<file path="src/rtl/fish_uart_pkg.sv">
// Shared UART definitions for the fish_tank serial path (receiver state
// encoding, bit-period helper, parity sense constants shared with uart_tx).
package fish_uart_pkg;

  typedef enum logic [2:0] {
    IDLE,
    START,
    DATA,
    PARITY,
    STOP
  } rx_state_t;

  localparam logic PARITY_SENSE_EVEN = 1'b0;
  localparam logic PARITY_SENSE_ODD  = 1'b1;

  // Integer-truncated number of system clocks per serial bit.
  function automatic int clks_per_bit(input int clk_freq, input int baud);
    return clk_freq / baud;
  endfunction

endpackage

</file>
<file path="src/rtl/uart_rx_frame_if.sv">
// Ready/valid byte port between the UART receiver (master) and its
// consumer (slave).
interface uart_rx_frame_if;

  logic [7:0] rx_data;
  logic       rx_valid;
  logic       rx_ready;

  modport master (output rx_data, output rx_valid, input rx_ready);
  modport slave  (input rx_data, input rx_valid, output rx_ready);

endinterface

</file>
<file path="src/rtl/bit_sync.sv">
// N-flop synchronizer for an asynchronous single-bit input; every stage
// presets to 1 so an idle-high line looks idle straight out of reset.
module bit_sync #(
  parameter int N = 2
) (
  input  logic clk,
  input  logic rst_n,
  input  logic d,
  output logic q
);

  logic [N-1:0] sync_reg;

  always_ff @(posedge clk) begin
    if (!rst_n) begin
      sync_reg <= '1;
    end else begin
      sync_reg <= {sync_reg[N-2:0], d};
    end
  end

  assign q = sync_reg[N-1];

endmodule

</file>
<file path="src/rtl/uart_rx_frame.sv">
// Byte-wide UART receiver (8-N-1 or 8-E/O-1) with start/parity/stop checks
// and a ready/valid output register that holds a byte until accepted.
module uart_rx_frame
  import fish_uart_pkg::*;
#(
  parameter int   CLK_FREQ   = 50_000_000,
  parameter int   BAUD       = 115200,
  parameter logic PARITY_EN  = 1'b0,
  parameter logic PARITY_ODD = PARITY_SENSE_EVEN
) (
  input  logic            clk,
  input  logic            rst_n,
  input  logic            uart_rx,
  uart_rx_frame_if.master rx,
  output logic            frame_err,
  output logic            parity_err,
  output logic            overrun,
  output logic            busy
);

  localparam int CPB   = clks_per_bit(CLK_FREQ, BAUD);
  localparam int CNT_W = (CPB > 1) ? $clog2(CPB) : 1;
  localparam logic [CNT_W-1:0] CNT_MID  = CNT_W'(CPB / 2 - 1);
  localparam logic [CNT_W-1:0] CNT_LAST = CNT_W'(CPB - 1);

  logic             rx_s;
  logic             rx_prev_reg;
  rx_state_t        state_reg, state_next;
  logic [CNT_W-1:0] cnt_reg, cnt_next;
  logic [2:0]       bit_idx_reg, bit_idx_next;
  logic [7:0]       shift_reg, shift_next;
  logic             par_bad_reg, par_bad_next;
  logic             good_reg, good_next;
  logic             frame_err_reg, frame_err_next;
  logic             parity_err_reg, parity_err_next;
  logic             overrun_reg;
  logic [7:0]       data_reg;
  logic             valid_reg;

  bit_sync #(.N(2)) u_sync (
    .clk   (clk),
    .rst_n (rst_n),
    .d     (uart_rx),
    .q     (rx_s)
  );

  // Counter runs start-edge -> mid-start, then mid-bit to mid-bit.
  always_comb begin
    state_next      = state_reg;
    cnt_next        = cnt_reg + CNT_W'(1);
    bit_idx_next    = bit_idx_reg;
    shift_next      = shift_reg;
    par_bad_next    = par_bad_reg;
    good_next       = 1'b0;
    frame_err_next  = 1'b0;
    parity_err_next = 1'b0;
    case (state_reg)
      IDLE: begin
        cnt_next = '0;
        if (rx_prev_reg && !rx_s) begin
          state_next   = START;
          bit_idx_next = 3'd0;
          par_bad_next = 1'b0;
        end
      end
      START: begin
        if (cnt_reg == CNT_MID) begin
          cnt_next   = '0;
          state_next = rx_s ? IDLE : DATA;
        end
      end
      DATA: begin
        if (cnt_reg == CNT_LAST) begin
          cnt_next     = '0;
          shift_next   = {rx_s, shift_reg[7:1]};
          bit_idx_next = bit_idx_reg + 3'd1;
          if (bit_idx_reg == 3'd7) begin
            state_next = PARITY_EN ? PARITY : STOP;
          end
        end
      end
      PARITY: begin
        if (cnt_reg == CNT_LAST) begin
          cnt_next     = '0;
          par_bad_next = (rx_s != (^shift_reg ^ PARITY_ODD));
          state_next   = STOP;
        end
      end
      STOP: begin
        if (cnt_reg == CNT_LAST) begin
          cnt_next   = '0;
          state_next = IDLE;
          if (!rx_s) begin
            frame_err_next = 1'b1;
          end else if (par_bad_reg) begin
            parity_err_next = 1'b1;
          end else begin
            good_next = 1'b1;
          end
        end
      end
      default: begin
        state_next = IDLE;
        cnt_next   = '0;
      end
    endcase
  end

  always_ff @(posedge clk) begin
    if (!rst_n) begin
      state_reg      <= IDLE;
      cnt_reg        <= '0;
      bit_idx_reg    <= 3'd0;
      shift_reg      <= 8'h00;
      par_bad_reg    <= 1'b0;
      good_reg       <= 1'b0;
      frame_err_reg  <= 1'b0;
      parity_err_reg <= 1'b0;
      overrun_reg    <= 1'b0;
      rx_prev_reg    <= 1'b1;
      data_reg       <= 8'h00;
      valid_reg      <= 1'b0;
    end else begin
      state_reg      <= state_next;
      cnt_reg        <= cnt_next;
      bit_idx_reg    <= bit_idx_next;
      shift_reg      <= shift_next;
      par_bad_reg    <= par_bad_next;
      good_reg       <= good_next;
      frame_err_reg  <= frame_err_next;
      parity_err_reg <= parity_err_next;
      rx_prev_reg    <= rx_s;
      overrun_reg    <= good_reg && valid_reg && !rx.rx_ready;
      // A finished byte may replace the held one only when it is being accepted.
      if (good_reg && (!valid_reg || rx.rx_ready)) begin
        data_reg  <= shift_reg;
        valid_reg <= 1'b1;
      end else if (valid_reg && rx.rx_ready) begin
        valid_reg <= 1'b0;
      end
    end
  end

  assign rx.rx_data  = data_reg;
  assign rx.rx_valid = valid_reg;
  assign frame_err   = frame_err_reg;
  assign parity_err  = parity_err_reg;
  assign overrun     = overrun_reg;
  assign busy        = (state_reg != IDLE);

endmodule

</file>
<file path="src/flat_wrapper.sv">
// flat-port wrapper written by rule: the top's interface ports become plain ports
module uart_rx_frame_flat import fish_uart_pkg::*;
#(
  parameter int   CLK_FREQ   = 50_000_000,
  parameter int   BAUD       = 115200,
  parameter logic PARITY_EN  = 1'b0,
  parameter logic PARITY_ODD = PARITY_SENSE_EVEN
)
  (clk, rst_n, uart_rx, frame_err, parity_err, overrun, busy, rx_rx_data, rx_rx_valid, rx_rx_ready);
  uart_rx_frame_if rx_i ();
  input  logic clk;
  input  logic rst_n;
  input  logic uart_rx;
  output logic frame_err;
  output logic parity_err;
  output logic overrun;
  output logic busy;
  output wire logic [$bits(rx_i.rx_data)-1:0] rx_rx_data;
  output wire logic [$bits(rx_i.rx_valid)-1:0] rx_rx_valid;
  input wire logic [$bits(rx_i.rx_ready)-1:0] rx_rx_ready;
  assign rx_rx_data = rx_i.rx_data;
  assign rx_rx_valid = rx_i.rx_valid;
  assign rx_i.rx_ready = rx_rx_ready;
  uart_rx_frame #(.CLK_FREQ(CLK_FREQ), .BAUD(BAUD), .PARITY_EN(PARITY_EN), .PARITY_ODD(PARITY_ODD)) u_core (.clk(clk), .rst_n(rst_n), .uart_rx(uart_rx), .rx(rx_i), .frame_err(frame_err), .parity_err(parity_err), .overrun(overrun), .busy(busy));
endmodule
</file>
<file path="config.mk">
export PLATFORM = sky130hd
export DESIGN_NAME = uart_rx_frame_flat
export DESIGN_NICKNAME = d
export VERILOG_FILES = /design/src/rtl/fish_uart_pkg.sv /design/src/rtl/uart_rx_frame_if.sv /design/src/rtl/bit_sync.sv /design/src/rtl/uart_rx_frame.sv /design/src/flat_wrapper.sv
export SDC_FILE = /design/constraint.sdc
export NUM_CORES = 1
export LEC_CHECK = 0
export ABC_AREA = 0
export CORE_UTILIZATION = 50
export CTS_CLUSTER_SIZE = 28
export DETAILED_ROUTE_END_ITERATION = 10
export GPL_TIMING_DRIVEN = 0
export PLACE_DENSITY = 0.74
export RECOVER_POWER = 50
export SYNTH_ARGS = -nofsm -noshare
export SYNTH_HDL_FRONTEND = slang
export SYNTH_SLANG_ARGS = --single-unit
export TNS_END_PERCENT = 20
</file>
<file path="constraint.sdc">
create_clock -name clk -period 1.9 [get_ports clk]
set_input_delay 0.19 -clock clk [delete_from_list [all_inputs] [get_ports clk]]
set_output_delay 0.19 -clock clk [all_outputs]
set_load 0.005 [all_outputs]
</file>
Word level (Yosys, flattened, before mapping)
Cells that the tools add are included.
{"block": "word_totals", "reg_bits": 40, "inputBits": 4, "wordCells": 73}
{"block": "op_classes", "addsub": 2, "eq_ne": 14, "mux": 22, "n_reduce_logical": 22}
{"cell": "two-way mux 3 bit", "n": 8}
{"cell": "two-way mux 9 bit", "n": 2}
{"cell": "one-hot mux 9 bit (2 select lines)", "n": 1}
{"cell": "one-hot mux 3 bit (5 select lines)", "n": 1}
{"cell": "inequality test 2 x 1 -> 1 bit, second input constant", "n": 6}
{"cell": "adder 9 x 1 -> 9 bit, second input constant", "n": 1}
{"cell": "equality test 9 x 8 -> 1 bit, second input constant", "n": 1}
{"cell": "equality test 9 bit, second input constant", "n": 1}
{"cell": "AND reduction 3 bit", "n": 3}
{"cell": "parity 8 bit", "n": 1}
{"cell": "two-way mux 1 bit", "n": 7}
{"cell": "equality test 3 x 2 -> 1 bit, second input constant", "n": 2}
{"cell": "equality test 3 bit, second input constant", "n": 2}
{"cell": "one-hot mux 3 bit (2 select lines)", "n": 1}
{"cell": "AND reduction 6 bit", "n": 1}
{"cell": "nonzero test 2 bit", "n": 3}
{"cell": "logical AND 1 bit", "n": 5}
{"cell": "AND reduction 4 bit", "n": 1}
{"cell": "adder 3 x 1 -> 3 bit, second input constant", "n": 1}
{"cell": "equality test 3 x 1 -> 1 bit, second input constant", "n": 1}
{"cell": "logical NOT 1 bit", "n": 3}
{"cell": "logical NOT 3 bit", "n": 1}
{"cell": "nonzero test 3 bit", "n": 1}
{"cell": "OR reduction 3 bit", "n": 1}
{"cell": "other kinds (5)", "n": 5}

Depth between registers and ports, before layout
Gate-level depths: netlist (run 1).
{"block": "logic_depth", "depth_word": 4, "depth_mapped": 7}

Modules after synthesis
From an unflattened synthesis (run 1), not the netlist that was laid out.
{"block": "hier_totals", "cells_unflattened": 177, "hier_area_um2": 1750.4}
{"module": "uart_rx_frame", "n_inst": 1, "cells_per_inst": 173, "area_each_um2": 1697.9}
{"module": "bit_sync", "n_inst": 1, "cells_per_inst": 4, "area_each_um2": 52.6}

Worst setup path after synthesis (run 1)
Ideal clock, no wire load.
{"block": "synth_timing", "kind": "reg2reg", "start": "register u_core.state_reg[0]", "end": "register u_core.bit_idx_reg[0]", "setup_time_ps": 70, "arrival_ps": 1770, "required_ps": 1830, "setup_slack_ps": 60, "stages_incl_launch_ff": 7, "n_path_buf": 2, "synth_period_minus_slack_ps": 1840, "cell_sequence": "dfxtp_1 buf_6 or3_4 or3b_1 buf_2 a2111o_1 a21boi_1"}
{"block": "synth_via", "elab_chain_len": 3, "word_cells_on_any_way": 7}
{"element": "start: declaration", "line_no": "uart_rx_frame.sv:28", "text": "rx_state_t state_reg, state_next;"}
{"element": "start signal: assignment", "line_no": "uart_rx_frame.sv:124", "text": "state_reg <= state_next;"}
{"element": "equality test 3 x 2 -> 1 bit / logical NOT 3 bit (equally long branches)", "line_no": "uart_rx_frame.sv:57", "text": "case (state_reg)"}
{"element": "inequality test 2 x 1 -> 1 bit (no line) / nonzero test 2 bit (equally long branches)"}
{"element": "AND reduction 3 bit (no line)"}
{"element": "end signal: assignment", "line_no": "uart_rx_frame.sv:126", "text": "bit_idx_reg <= bit_idx_next;"}
{"element": "end: declaration", "line_no": "uart_rx_frame.sv:30", "text": "logic [2:0] bit_idx_reg, bit_idx_next;"}
Several ways; a longest one is shown, not always the timed one.
A chain may end at the register's enable or synchronous reset.

Worst setup path in the final report (run 1)
{"block": "layout_timing", "start": "register u_core.state_reg[2]", "end": "register u_core.bit_idx_reg[0]"}
The elaborated chain is that of the path after synthesis.

==> results of run 1 <==
cell families after synthesis:
family | after synthesis
adders and majority gates | 5
buffers and inverters | 12
DFF | 40
xor gates and xnor gates | 13
AOI/OAI and AO/OA | 19
and+or+nand+nor | 71
muxes | 17
metrics by stage:
step / cells / worst slack (ns)
after global placement: 239 / -0.1308
after CTS: 247 / -0.008719
after detailed placement: 239 / -0.2336
after floorplan: 177 / 0.05990
final: 249 / 0.07822
after global routing: 249 / 0.006499
synth_stat cells (2+ instances only):
| cell type | number | area [um^2] |
|---|---|---|
| dfxtp_1 | 40 | 800.8 |
| nand3_1 | 6 | 30.03 |
| xnor2_1 | 8 | 70.07 |
| clkbuf_1 | 5 | 18.77 |
| inv_1 | 4 | 15.01 |
| xor2_1 | 4 | 35.03 |
| nor3_1 | 2 | 10.01 |
| nor2_1 | 12 | 45.04 |
| buf_2 | 2 | 10.01 |
| nand2b_1 | 5 | 31.28 |
| nor4_1 | 2 | 12.51 |
| nor2b_1 | 18 | 112.6 |
| and3_1 | 5 | 31.28 |
| ha_1 | 5 | 62.56 |
| o21a_1 | 4 | 30.03 |
| a21oi_1 | 3 | 15.01 |
| a31oi_1 | 2 | 12.51 |
| mux2i_1 | 17 | 170.2 |
| nor3b_1 | 3 | 22.52 |
| nand3b_1 | 2 | 15.01 |
| nand2_1 | 8 | 30.03 |
worst paths after layout:
check | start | endpoint | slack, ns
worst max-delay path | u_core.state_reg[2] | u_core.bit_idx_reg[0] | 0.08
worst max register to register | u_core.state_reg[2] | u_core.bit_idx_reg[0] | 0.08
worst min-delay path | uart_rx | u_core.u_sync.sync_reg[0] | 0.41
worst min register to register | u_core.u_sync.sync_reg[0] | u_core.u_sync.sync_reg[1] | 0.42
cell type report:
| type | count | area [um^2] |
|---|---|---|
| multi-input combinational | 125 | 934.6 |
| inverter | 4 | 15.01 |
| tap | 46 | 57.56 |
| timing repair buffer | 18 | 175.2 |
| sequential | 40 | 807.0 |
| buffer | 8 | 46.29 |
| clock buffer | 8 | 58.81 |
| fill | 318 | 1269 |
routing by layer:
layer  wire length [um]  part of all wire, %
met5                  0                    0
met2               1561                   48
met4                 64                  2.0
met1               1479                   46
met3                121                  3.8
what timing repair did:
action                                  CTS  global route
endpoints found under the setup margin   11            11
buffers inserted                          0             2
gates resized for setup                   5             7
pin swaps                                 0             5
power by group through the flow:
stage          clock [mW]  combinational [mW]  sequential (mW)
2_1_floorplan           0              0.0368            0.864
6_report            0.439              0.0623            0.846
3_3_place_gp            0              0.0545            0.865
3_5_place_dp            0              0.0551            0.865
5_1_grt             0.504              0.0679            0.847
4_1_cts             0.458              0.0600            0.847
==> summary.md, run 1 <==
| Metric | Value |
|---|---|
| Status | complete, no violations |
| Met2 Resource Use GR | 30.88% |
| Worst-path fanout max | 8 |
| EDFF count, synth | 0 |
| Fin crit share | 95.88% |
| Gpl congestion | 0.8006 |
| First-pass GRT wire length | 5195 um |
| Compound-Gate Fraction of Synth Area | 7.638% |
| Int Pwr | 1.058 mW |
| Met1 Use GR | 23.35% |
| Clock sink count | 40 |
| Worst hold slack | 0.4135 ns |
| Die width | 61.49 um |
| Net Sw Frac | 21.46% |
| Pwr Density | 643.3 nW/um^2 |
| Largest stage delay, worst path | 0.41 ns |
| WHS Path Cells | 2 |
| Mapped Nets | 186 |
| Most common flop cell mapped by yosys | dfxtp_1 |
| CP Buf/Inv Count | 1 |
| WL/cell | 12.96 um |
| Yosys warnings | 0 |
| Unrepaired setup endpoints after global routing | false |
| Mean Syn Cell Area | 9.995 um^2 |
| Maximum clock path buffer count | 2 |
| Final setup viols | 0 |
| Final layout net count | 211 |
| GRT Max-Usage Layer | met2 |
| Clock Latency Late Sink | 0.35 ns |
| WS Path Type | reg2reg |
| Area of the mapped netlist | 1769 um^2 |
| Total CTS buffers | 5 |
| Post-Place Cell Area | 1987 um^2 |
| P_leak | 0.8859 nW |
| Antenna Cells | 0 |
| Most frequent cells in the layout | 37 x dfxtp_1, 18 x nor2b_1, 17 x mux2i_1 |
| Initial Utilization | 52.60% |
| WL final | 3226 um |
| Floorplan Core Area | 3363 um^2 |
| Post-DRT Antenna Nets | 0 |
| Skew final | 0.01091 ns |
| Vias in the first global route | 1,216 |
| DR vias | 1,308 |
| DR vias/cell | 5.253 |
| Max reg flops | 9 |
| Least-Margin Pin Slew | 0.6026 ns |
| H-tree Lvls | 2 |
| Cells after synthesis | 177 |
| Die Height | 61.49 um |
| Number of max-cap violations | 0 |
| Layout cells sized above 1 | 11.33% |
| Global routing usage on met3 | 6.513% |
| Post-Synth XOR/XNOR Area | 7.214% |
| Gr usage total | 19.33% |
| Critical path capture point type | flip-flop |
| Final Total Pwr | 1.347 mW |
| Ys async rst share | 0% |
| Fraction of the mapped netlist area in simple logic gates | 23.62% |
| Setup TNS | 0 ns |
| NetSw | 289.1 uW |
| # DRC | 0 |
| Synth Area in Adders | 3.536% |
| CTS tree | built |
| Post-synthesis mux area share | 9.618% |
| Final Hold Viols | 0 |
| Most common cell after layout, fill and taps aside | dfxtp_1 |
| Min Tclk post-route | 1.822 ns |
| Slew Viols, Final | 0 |
| Row count | 21 |
| Num ports | 17 |
| Cell area after layout | 2095 um^2 |
| Initial antenna violation count | 0 |
| Register area share after synthesis | 45.26% |
| Post-Route Utilization | 62.28% |
| Clock power share | 32.6% |
| Clock-pin slew on the worst setup and hold paths | 0.11 ns |
| Critical path's slowest cell | or3_4 |
| Worst Reg-to-Reg Cells | 5 |
| Critical path arrival | 2.11 ns |
| Critical Path Source Type | flip-flop |
| Fmax | 0.5489 GHz |
| CP delay by family, top | simple AND/OR/NAND/NOR gates |
| Area Growth Syn to Fin | 18.39% |
| Logic pwr share | 4.6% |
| Critical Path RT | 2.19 ns |
| CTS Root Cell | clkbuf_4 |
| DP Wirelength | 2317 um |
| Worst vdd ir | 0.0004145 V |
| Sequential share of power | 62.8% |
| Initial DRT Pass Iterations | 4 |
| Slew margin rel. | 59.82% |
| Die area | 3780 um^2 |
| Worst Hold Class | in2reg |
| Grt ovf | 0 |
| Post-synthesis cell type count | 41 |
| Yosys reg bits | 40 |
| Largest family of logic cells by synthesized area | simple AND/OR/NAND/NOR gates |
| Critical path cell sequence | or3_4 -> or3b_1 -> buf_6 -> a2111o_1 -> a21boi_1 |
| Levels on crit path | 5 |
| IO Port Bufs | 16 |
| # hold bufs at CTS | 0 |
| Initial DRC count | 49 |
| Largest net degree at the start of global routing | 12 |
Note: power is estimated with default switching activity, not from simulation.
==> run 2, diff against run 1 <==
--- a/config.mk
+++ b/config.mk
@@ -12,7 +12,9 @@
 export GPL_TIMING_DRIVEN = 0
 export PLACE_DENSITY = 0.74
 export RECOVER_POWER = 50
+export SLEW_MARGIN = 20
 export SYNTH_ARGS = -nofsm -noshare
 export SYNTH_HDL_FRONTEND = slang
+export SYNTH_HIERARCHICAL = 1
 export SYNTH_SLANG_ARGS = --single-unit
 export TNS_END_PERCENT = 20
==> run 2 against run 1 <==
Against the previous run:
- wire length fell by 1.9%
- die area fell by 1.0%
- cell area fell by 0.90%
- largest power group unchanged
- clock power rose by 38%
- power rose by 12%
- sequential share of layout area barely moved
- synthesized cell count did not move
- fmax barely moved
- register-to-register slack barely moved
- critical path depth rose by 1
- combinational power fell by 17%
- area after synthesis fell by 1.1%
==> summary.md, run 2 <==
| Metric | Value |
|---|---|
| # DRC | 0 (unchanged) |
| Initial DRC count | 35 (was 49) |
| Min Tclk post-route | 1.821 ns (was 1.822 ns) |
| Final Instance Count excl. Fillers | 248 (was 249) |
| Worst-path fanout max | 6 (was 8) |
| Status | complete, no violations (unchanged) |
| Total CTS buffers | 5 (unchanged) |
| DR vias | 1,299 (was 1,308) |
| IO Port Bufs | 16 (unchanged) |
| Final Hold Viols | 0 (unchanged) |
| Grt ovf | 0 (unchanged) |
| Fin crit share | 95.86% (was 95.88%) |
| Initial antenna violation count | 0 (unchanged) |
| Clock sink count | 40 (unchanged) |
| Yosys warnings | 6 (was 0) |
| Largest net degree at the start of global routing | 13 (was 12) |
| Cells after synthesis | 177 (unchanged) |
| Initial DRT Pass Iterations | 4 (unchanged) |
| Post-synthesis cell type count | 42 (was 41) |
| Most numerous cell in the Yosys netlist | dfxtp_1 (unchanged) |
| Die width | 61.17 um (was 61.49 um) |
| CTS Root Cell | clkbuf_4 (unchanged) |
| EDFF count, synth | 0 (unchanged) |
| Critical path arrival | 2.09 ns (was 2.11 ns) |
| Post-Route Utilization | 62.20% (was 62.28%) |
| Worst vdd ir | 0.0004216 V (was 0.0004145 V) |
| Top cells by area, synth | dfxtp_1 46%, mux2i_1 9.1%, nor2_1 6.6%, xnor2_1 4.0%, ha_1 3.6% (was dfxtp_1 45%, mux2i_1 9.6%, nor2b_1 6.4%, xnor2_1 4.0%, ha_1 3.5%) |
| Top-area cell type share of the netlist area | 45.75% (was 45.26%) |
| Most frequent cells in the layout | 40 x dfxtp_1, 31 x nor2_1, 16 x mux2i_1 (was 37 x dfxtp_1, 18 x nor2b_1, 17 x mux2i_1) |
| Number of max-cap violations | 0 (unchanged) |
| Sequential share of power | 56.3% (was 62.8%) |
| Area of the mapped netlist | 1750 um^2 (was 1769 um^2) |
| Vias in the first global route | 1,214 (was 1,216) |
| Int Pwr | 1.217 mW (was 1.058 mW) |
| Logic pwr share | 3.4% (was 4.6%) |
| Gpl congestion | 0.7696 (was 0.8006) |
| Mapped Nets | 186 (unchanged) |
| Die Height | 61.17 um (was 61.49 um) |
| WS Path Type | reg2reg (unchanged) |
| Floorplan Core Area | 3337 um^2 (was 3363 um^2) |
| Post-DRT Antenna Nets | 0 (unchanged) |
| NetSw | 293.5 uW (was 289.1 uW) |
| WL/cell | 12.76 um (was 12.96 um) |
| Skew final | 0.002750 ns (was 0.01091 ns) |
| Critical path capture point type | flip-flop (unchanged) |
| Net Sw Frac | 19.43% (was 21.46%) |
| Area Growth Syn to Fin | 18.58% (was 18.39%) |
| Most common flop cell mapped by yosys | dfxtp_1 (unchanged) |
| Most common cell after layout, fill and taps aside | dfxtp_1 (unchanged) |
| Initial Utilization | 52.46% (was 52.60%) |
| Layout cells sized above 1 | 10.40% (was 11.33%) |
| CTS tree | built (unchanged) |
| Row count | 21 (unchanged) |
| # hold bufs at CTS | 0 (unchanged) |
| Maximum clock path buffer count | 2 (unchanged) |
| Clock-pin slew on the worst setup and hold paths | 0.11 ns (about the same) |
| Yosys reg bits | 40 (unchanged) |
| Max reg flops | 9 (unchanged) |
| Clock Latency Late Sink | 0.34 ns (was 0.35 ns) |
| Register area share after synthesis | 45.75% (was 45.26%) |
| Final setup viols | 0 (unchanged) |
| Mean Syn Cell Area | 9.889 um^2 (was 9.995 um^2) |
| Die area | 3742 um^2 (was 3780 um^2) |
| Critical Path RT | 2.17 ns (was 2.19 ns) |
| Num ports | 17 (unchanged) |
| Worst hold slack | 0.4085 ns (was 0.4135 ns) |
| Pwr Density | 727.6 nW/um^2 (was 643.3 nW/um^2) |
| WL final | 3165 um (was 3226 um) |
| First-pass GRT wire length | 5395 um (was 5195 um) |
| Yosys top cell by area | dfxtp_1 (unchanged) |
| Slew Viols, Final | 0 (unchanged) |
| DR vias/cell | 5.238 (was 5.253) |
| Worst Hold Class | in2reg (unchanged) |
| Least-Margin Pin Slew | 0.5583 ns (was 0.6026 ns) |
| Critical Path Source Type | flip-flop (unchanged) |
| DP Wirelength | 2249 um (was 2317 um) |
| Ys async rst share | 0% (unchanged) |
| Gr usage total | 19.77% (was 19.33%) |
| Synth cell count leaders | 40 x dfxtp_1, 31 x nor2_1, 16 x mux2i_1 (was 40 x dfxtp_1, 18 x nor2b_1, 17 x mux2i_1) |
| Clock power share | 40.3% (was 32.6%) |
| Placed cells | 239 (unchanged) |
| H-tree Lvls | 2 (unchanged) |
| Antenna Cells | 0 (unchanged) |
| Final layout net count | 210 (was 211) |
| Slew margin rel. | 62.70% (was 59.82%) |
| Fmax | 0.5490 GHz (was 0.5489 GHz) |
| P_leak | 0.8992 nW (was 0.8859 nW) |
==> run 2: repair_timing <==
action	4_1_cts	5_1_grt
buffers inserted	0	1
setup endpoints to repair	0	10
gates resized for setup	0	1
==> run 2: logic make-up after synthesis <==
| kind of cell | share of synthesized area, % |
|---|---|
| xor gates and xnor gates | 7.291 |
| DFF | 45.75 |
| adders and majority gates | 3.574 |
| buffers and inverters | 3.431 |
| muxes | 9.149 |
| and+or+nand+nor | 24.66 |
| AOI/OAI and AO/OA | 6.148 |
==> run 2: worst paths after layout <==
path              cells past startpoint                         to  slack (ns)                      start
hold / removal                        2  u_core/u_sync/sync_reg[0]        0.41                    uart_rx
setup / recovery                      6        u_core/state_reg[1]        0.08          u_core/cnt_reg[0]
setup reg to reg                      6        u_core/state_reg[1]        0.08          u_core/cnt_reg[0]
hold reg to reg                       1  u_core/u_sync/sync_reg[1]        0.43  u_core/u_sync/sync_reg[0]
==> run 2: final cells by class <==
type | count | area, um^2
fillers | 304 | 1261
multi-input cells | 125 | 895.9
flip-flops and latches | 40 | 800.8
repair buffers | 17 | 167.7
clock buffers | 7 | 65.06
well taps | 46 | 57.56
plain buffers | 7 | 40.04
clock inverters | 1 | 30.03
inverters | 5 | 18.77
==> run 2: through the flow <==
step           cell area (um^2)  setup TNS (ns)  power (mW)  setup WS (ns)
2_1_floorplan              1750               0      0.9009         0.3725
3_3_place_gp               1968               0      0.9192         0.1431
3_5_place_dp               1968               0      0.9205         0.1017
4_1_cts                    2063               0       1.532        0.07793
5_1_grt                    2076        -0.06315       1.587       -0.06315
6_report                   2076               0       1.510        0.07866
==> run 2: critical path: stages, from the launching register on <==
cell	delay [ns]
dfxtp_1	0.37
inv_1	0.07
ha_1	0.13
nor4bb_1	0.45
nand4_1	0.22
or3_1	0.34
a21oi_1	0.16
==> run 2: power by group through the flow <==
stage                     Sequential [mW]  Clock [mW]  Combinational [mW]
after global routing                0.852       0.678              0.0567
after global placement              0.869           0              0.0500
final                               0.850       0.608              0.0519
after floorplan                     0.867           0              0.0338
after detailed placement            0.870           0              0.0509
after CTS                           0.851       0.630              0.0512
==> run 2: routing by layer <==
metal / track usage (%) / wire (um) / up-vias
met5: 0 / 0 / -
met4: 8.442 / 57 / 0
met2: 31.21 / 1515 / 28
met1: 25.26 / 1473 / 600
met3: 5.672 / 118 / 8
li1: - / - / 663
